`src/rtl/exec_issue_ctrl.sv`:
```
// exec_issue_ctrl: single-entry issue buffer with a muldiv register scoreboard
// and a taken-branch redirect/flush sequencer in front of the exec stage.
module exec_issue_ctrl #(
    parameter int MAX_PENDING  = 2,
    parameter int FLUSH_CYCLES = 2
) (
    input  logic        clk_i,
    input  logic        rst_i,
    input  logic        fetch_valid_i,
    input  logic [31:0] fetch_instr_i,
    input  logic [31:0] fetch_pc_i,
    output logic        fetch_accept_o,
    output logic        fetch_branch_o,
    output logic [31:0] fetch_branch_pc_o,
    input  logic        hold_i,
    output logic        opcode_valid_o,
    output logic [31:0] opcode_opcode_o,
    output logic [31:0] opcode_pc_o,
    output logic [4:0]  opcode_rd_idx_o,
    output logic [4:0]  opcode_ra_idx_o,
    output logic [4:0]  opcode_rb_idx_o,
    input  logic        branch_d_request_i,
    input  logic [31:0] branch_d_pc_i,
    output logic        muldiv_valid_o,
    input  logic        muldiv_ready_i,
    input  logic        muldiv_done_i,
    input  logic [4:0]  muldiv_done_rd_i,
    output logic        stall_o
);
    typedef enum logic {RUN, FLUSH} state_e;

    state_e      state_q, state_d;
    logic        buf_valid_q, buf_valid_d;
    logic [31:0] buf_instr_q, buf_instr_d;
    logic [31:0] buf_pc_q, buf_pc_d;
    logic [31:0] sb_q, sb_d;
    logic [2:0]  cnt_q, cnt_d;
    logic [2:0]  flush_q, flush_d;
    logic        redirect_q, redirect_d;
    logic [31:0] redirect_pc_q, redirect_pc_d;

    logic [4:0]  rd, ra, rb;
    logic        is_long, hazard, can_issue, capture, dec;
    logic [31:0] set_mask, clr_mask;

    assign opcode_opcode_o = buf_valid_q ? buf_instr_q : '0;
    assign opcode_pc_o     = buf_valid_q ? buf_pc_q : '0;
    assign rd              = opcode_opcode_o[11:7];
    assign ra              = opcode_opcode_o[19:15];
    assign rb              = opcode_opcode_o[24:20];
    assign opcode_rd_idx_o = rd;
    assign opcode_ra_idx_o = ra;
    assign opcode_rb_idx_o = rb;

    assign is_long = buf_valid_q && opcode_opcode_o[6:0] == 7'b0110011
                     && opcode_opcode_o[31:25] == 7'b0000001;
    // x0 is never tracked, so a zero index can never raise a hazard
    assign hazard = buf_valid_q && ((ra != 5'd0 && sb_q[ra]) || (rb != 5'd0 && sb_q[rb])
                                    || (rd != 5'd0 && sb_q[rd]));
    assign can_issue = buf_valid_q && !hazard && !hold_i
                       && (!is_long || (muldiv_ready_i && cnt_q < 3'(MAX_PENDING)));

    assign opcode_valid_o = can_issue && state_q == RUN;
    assign muldiv_valid_o = opcode_valid_o && is_long;
    assign stall_o        = buf_valid_q && !opcode_valid_o;
    assign fetch_accept_o = state_q == FLUSH
                            || (!hold_i && (!buf_valid_q || opcode_valid_o) && !branch_d_request_i);
    assign capture        = fetch_accept_o && fetch_valid_i && state_q == RUN;

    assign fetch_branch_o    = redirect_q;
    assign fetch_branch_pc_o = redirect_pc_q;

    // set is applied after clear so a same-cycle set/clear of one register keeps it busy
    assign set_mask = (muldiv_valid_o && rd != 5'd0) ? (32'd1 << rd) : '0;
    assign clr_mask = muldiv_done_i ? (32'd1 << muldiv_done_rd_i) : '0;
    assign sb_d     = (sb_q & ~clr_mask) | set_mask;
    assign dec      = muldiv_done_i && cnt_q != 3'd0;
    assign cnt_d    = cnt_q + {2'b0, muldiv_valid_o} - {2'b0, dec};

    always_comb begin
        state_d       = state_q;
        flush_d       = flush_q;
        buf_valid_d   = buf_valid_q;
        buf_instr_d   = buf_instr_q;
        buf_pc_d      = buf_pc_q;
        redirect_d    = 1'b0;
        redirect_pc_d = redirect_pc_q;
        if (state_q == RUN) begin
            if (opcode_valid_o && branch_d_request_i) begin
                state_d       = FLUSH;
                flush_d       = 3'(FLUSH_CYCLES);
                buf_valid_d   = 1'b0;
                redirect_d    = 1'b1;
                redirect_pc_d = branch_d_pc_i;
            end else if (capture) begin
                buf_valid_d = 1'b1;
                buf_instr_d = fetch_instr_i;
                buf_pc_d    = fetch_pc_i;
            end else if (opcode_valid_o) begin
                buf_valid_d = 1'b0;
            end
        end else if (!hold_i) begin
            flush_d = flush_q - 3'd1;
            state_d = flush_q <= 3'd1 ? RUN : FLUSH;
        end
    end

    always_ff @(posedge clk_i or posedge rst_i) begin
        if (rst_i) begin
            state_q       <= RUN;
            flush_q       <= '0;
            buf_valid_q   <= 1'b0;
            buf_instr_q   <= '0;
            buf_pc_q      <= '0;
            sb_q          <= '0;
            cnt_q         <= '0;
            redirect_q    <= 1'b0;
            redirect_pc_q <= '0;
        end else begin
            state_q       <= state_d;
            flush_q       <= flush_d;
            buf_valid_q   <= buf_valid_d;
            buf_instr_q   <= buf_instr_d;
            buf_pc_q      <= buf_pc_d;
            sb_q          <= sb_d;
            cnt_q         <= cnt_d;
            redirect_q    <= redirect_d;
            redirect_pc_q <= redirect_pc_d;
        end
    end
endmodule

```
`config.mk`:
```
export PLATFORM = sky130hd
export DESIGN_NAME = exec_issue_ctrl
export DESIGN_NICKNAME = d
export VERILOG_FILES = /design/src/rtl/exec_issue_ctrl.sv
export SDC_FILE = /design/constraint.sdc
export NUM_CORES = 1
export LEC_CHECK = 0
export ABC_AREA = 1
export CAP_MARGIN = 15
export CORE_MARGIN = 4
export CORE_UTILIZATION = 50
export DETAILED_ROUTE_END_ITERATION = 12
export PLACE_DENSITY = 0.94
export SLEW_MARGIN = 20
export SYNTH_ARGS = -nofsm -noshare
export SYNTH_HDL_FRONTEND = slang
export SYNTH_SLANG_ARGS = --single-unit
export TNS_END_PERCENT = 10
```
`constraint.sdc`:
```
create_clock -name clk_i -period 8.7 [get_ports clk_i]
set_clock_uncertainty 0.15 [all_clocks]
set_input_delay 0.87 -clock clk_i [delete_from_list [all_inputs] [get_ports clk_i]]
set_output_delay 0.87 -clock clk_i [all_outputs]
set_load 0.05 [all_outputs]
```
==> impl_metrics.yaml <==
timing:
  layout_setup_ws_ns: 2.49
  hold_viol: 0
  tns_ns: 0
  fin_crit_ns: 6.21
  fin_crit_sh: 0.713
  max_slew.worst_pin.slew_ns: 0.961
  setup_viol: 0
  rsz0062_at_grt: "no"
  hold_slack_ns: 0.323
  maxSlewHeadroom: 0.359
  clock.fmax_mhz: 161
  drv_slew: 0
worst_setup_path:
  arrival_ns: 5.19
  cp_max_fo: 53
  cp_common_cell: "nand2_1"
  crit_path_max_incr_delay_ns: 0.97
  setup.worst_path.end_class: "output pin"
  worstSetupPathType: "flop to output pin"
  r2r_setup_slack_ns: 3.45
  cp-start-kind: "flop"
  crit_family: "buffers and inverters"
  required_ns: 7.68
  critPathSlowestCell: "dfrtp_2"
  cp_cell_sequence: "buf_4 > nand2_1 > clkinv_1 > nand2_1 > nand3_1 > nand3_1 > nand3_1 > nand2_1 > nor2_2 > nand2_4 > nand2_2 > buf_4 > nand2_1 > nand2_1 > clkdlybuf4s50_1"
  path_buf_inv: 4
drt:
  drtIter0Drc: 804
  vias_per_cell: 5.77
  detail_route.wl_per_cell_um: 18.4
  ant_nets: 0
  wl_um: 26700
  first_pass_iters: 6
  routed-via-count: 8403
  drc: 0
cts:
  h-tree-depth: 4
  post_cts_buffers: 0
  cts_max_path_buffers: 2
  cts_resized: 0
  cts.sinks: 137
  worstSkewPairLatency_ns: 0.43
  clkTransAtPathRegs_ns: 0.06
  cts-root-buf: "clkbuf_16"
  numCtsBuffers: 17
  cts_tree: "done"
  cts_hold_buf: 0
floorplanning:
  die_area_mm2: 0.0176
  coreArea_mm2: 0.0152
  die_h_um: 133
  die_w_um: 133
  fp-row-count: 45
  pin_count: 224
  start_util: 0.511
pwr:
  vdd_drop_max_mv: 0.254
  leakage_nw: 5.34
  power_density_mw_per_mm2: 393
yosys:
  yosys.area.top_type: "dfrtp_1"
  yosysUniqueCellTypes: 35
  ys_warn_count: 0
  synth_area_mm2: 0.00777
  synth.top_cell.area_share: 0.441
  syn_area_per_cell_um2: 7.17
  synth-seq-cells: 137
  yosysSeqAreaShare: 0.441
  syn_nets: 1197
  synth_area_leaders: "dfrtp_1, nand2_1, nand3_1"
  netlist_instances: 1084
placement:
  pre_cts_ws_ns: 3.06
  port_buffers: 223
  gp_congestion: 0.979
  dpl.hpwl_um: 18700
global_routing:
  grt_pass1_vias: 8339
  grt_first_pass_wirelength_um: 42600
  grt-ovfl-total: 0
  grtUsageTotal: 0.299
  grt_max_degree: 78
  antenna_found_initial: 0
final_layout:
  final_util: 0.688
  multiInputGateArea_mm2: 0.00346
  register_area_mm2: 0.00343
  area_growth_pct: 34.5
  fillerInstances: 1172
  diodes: 0
  drive_gt1_frac: 0.0536
  final_nets: 1368
outcome:
  status: "finished clean"
job:
  cap_violations: 0
hold_path:
  min_path_type: "flop to flop"
[stage by stage]
| stage | total power (W) | instance area [um^2] | cells |
|---|---|---|---|
| floorplan | 0.00267 | 7770 | 1084 |
| global placement | 0.00327 | 9860 | 1424 |
| detailed placement | 0.00332 | 9860 | 1424 |
| CTS | 0.00409 | 10500 | 1456 |
| global route | 0.00432 | 10500 | 1456 |
| finish | 0.00410 | 10500 | 1456 |
[synth_stat cells]
cell type,instances
nand3_2,1
nor4_1,5
a41oi_1,1
dfrtp_1,137
o211ai_1,1
xor2_1,1
inv_2,9
o21ai_0,15
nand4_1,70
buf_6,8
buf_2,19
buf_1,4
nand2_1,418
nor2_1,37
nand3b_1,1
nand2_4,1
nor2_2,3
nor3_1,9
a21oi_1,16
buf_4,23
or2_2,1
nand3_1,125
a21boi_0,2
o21ai_1,7
o21bai_1,18
clkbuf_1,24
inv_1,104
fa_1,1
nor2_4,2
clkinv_1,5
nand2_2,8
o21a_1,1
xnor2_1,1
a31oi_1,2
ha_1,4
[sequential cells by signal, indices dropped and copies added, names as in the netlist]
name / count
state_q: 1
fetch_branch_o: 1
buf_pc_q: 32
cnt_q: 3
buf_instr_q: 32
fetch_branch_pc_o: 32
buf_valid_q: 1
sb_q: 32
flush_q: 3
[power by group]
| group | switching [W] | total, W | internal (W) |
|---|---|---|---|
| logic | 0.00156 | 0.00224 | 0.000678 |
| clock network | 0.000294 | 0.000734 | 0.000441 |
| registers | 0.000250 | 0.00113 | 0.000884 |
| total | 0.00210 | 0.00410 | 0.00200 |
[worst paths after layout]
kind | startpoint | endpoint | cells after the start
min in group asynchronous | rst_i | fetch_branch_pc_o[17] | 2
hold reg to reg | buf_pc_q[23] | buf_pc_q[23] | 2
setup reg to reg | buf_valid_q | buf_pc_q[31] | 16
hold / removal | buf_pc_q[23] | buf_pc_q[23] | 2
max in group asynchronous | rst_i | sb_q[12] | 3
setup / recovery | buf_valid_q | fetch_accept_o | 15
[worst min-delay path, stage by stage (launching register included)]
cell and delay (ns):
dfrtp_1 0.34, nand2_1 0.05, nand2_1 0.05
[placed cells by master, fill, tap and decap left out, drive strengths merged, types with 16 or more instances in the layout]
cell type and instances:
nand2 427, clkdlybuf4s50 223, dfrtp 137, nand3 126, inv 116, nand4 70
nor2 42, o21ai 22, clkbuf 20, o21bai 18, a21oi 16
[logic make-up after synthesis]
| logic type | after synthesis | synth area share |
|---|---|---|
| compound gates | 63 | 0.0485 |
| xor+xnor | 2 | 0.00225 |
| fa+ha+maj | 5 | 0.00902 |
| buf+inv | 196 | 0.117 |
| flops | 137 | 0.441 |
| simple gates | 681 | 0.383 |
[cell type report]
class | count | share of cell area
inverter | 118 | 0.0429
multi-input combinational | 751 | 0.331
clock buffer | 20 | 0.0437
timing repair buffer | 230 | 0.219
tap | 188 | 0.0225
sequential | 137 | 0.328
clock inverter | 12 | 0.0134
[metal layers]
| layer | wire (um) | up-vias | track usage |
|---|---|---|---|
| met2 | 12600 | 561 | 0.487 |
| met4 | 1470 | 0 | 0.150 |
| met1 | 9920 | 3921 | 0.364 |
| li1 | - | 3800 | - |
| met5 | 0 | - | 0 |
| met3 | 2740 | 121 | 0.0871 |
Power figures use the tool's default switching activity.
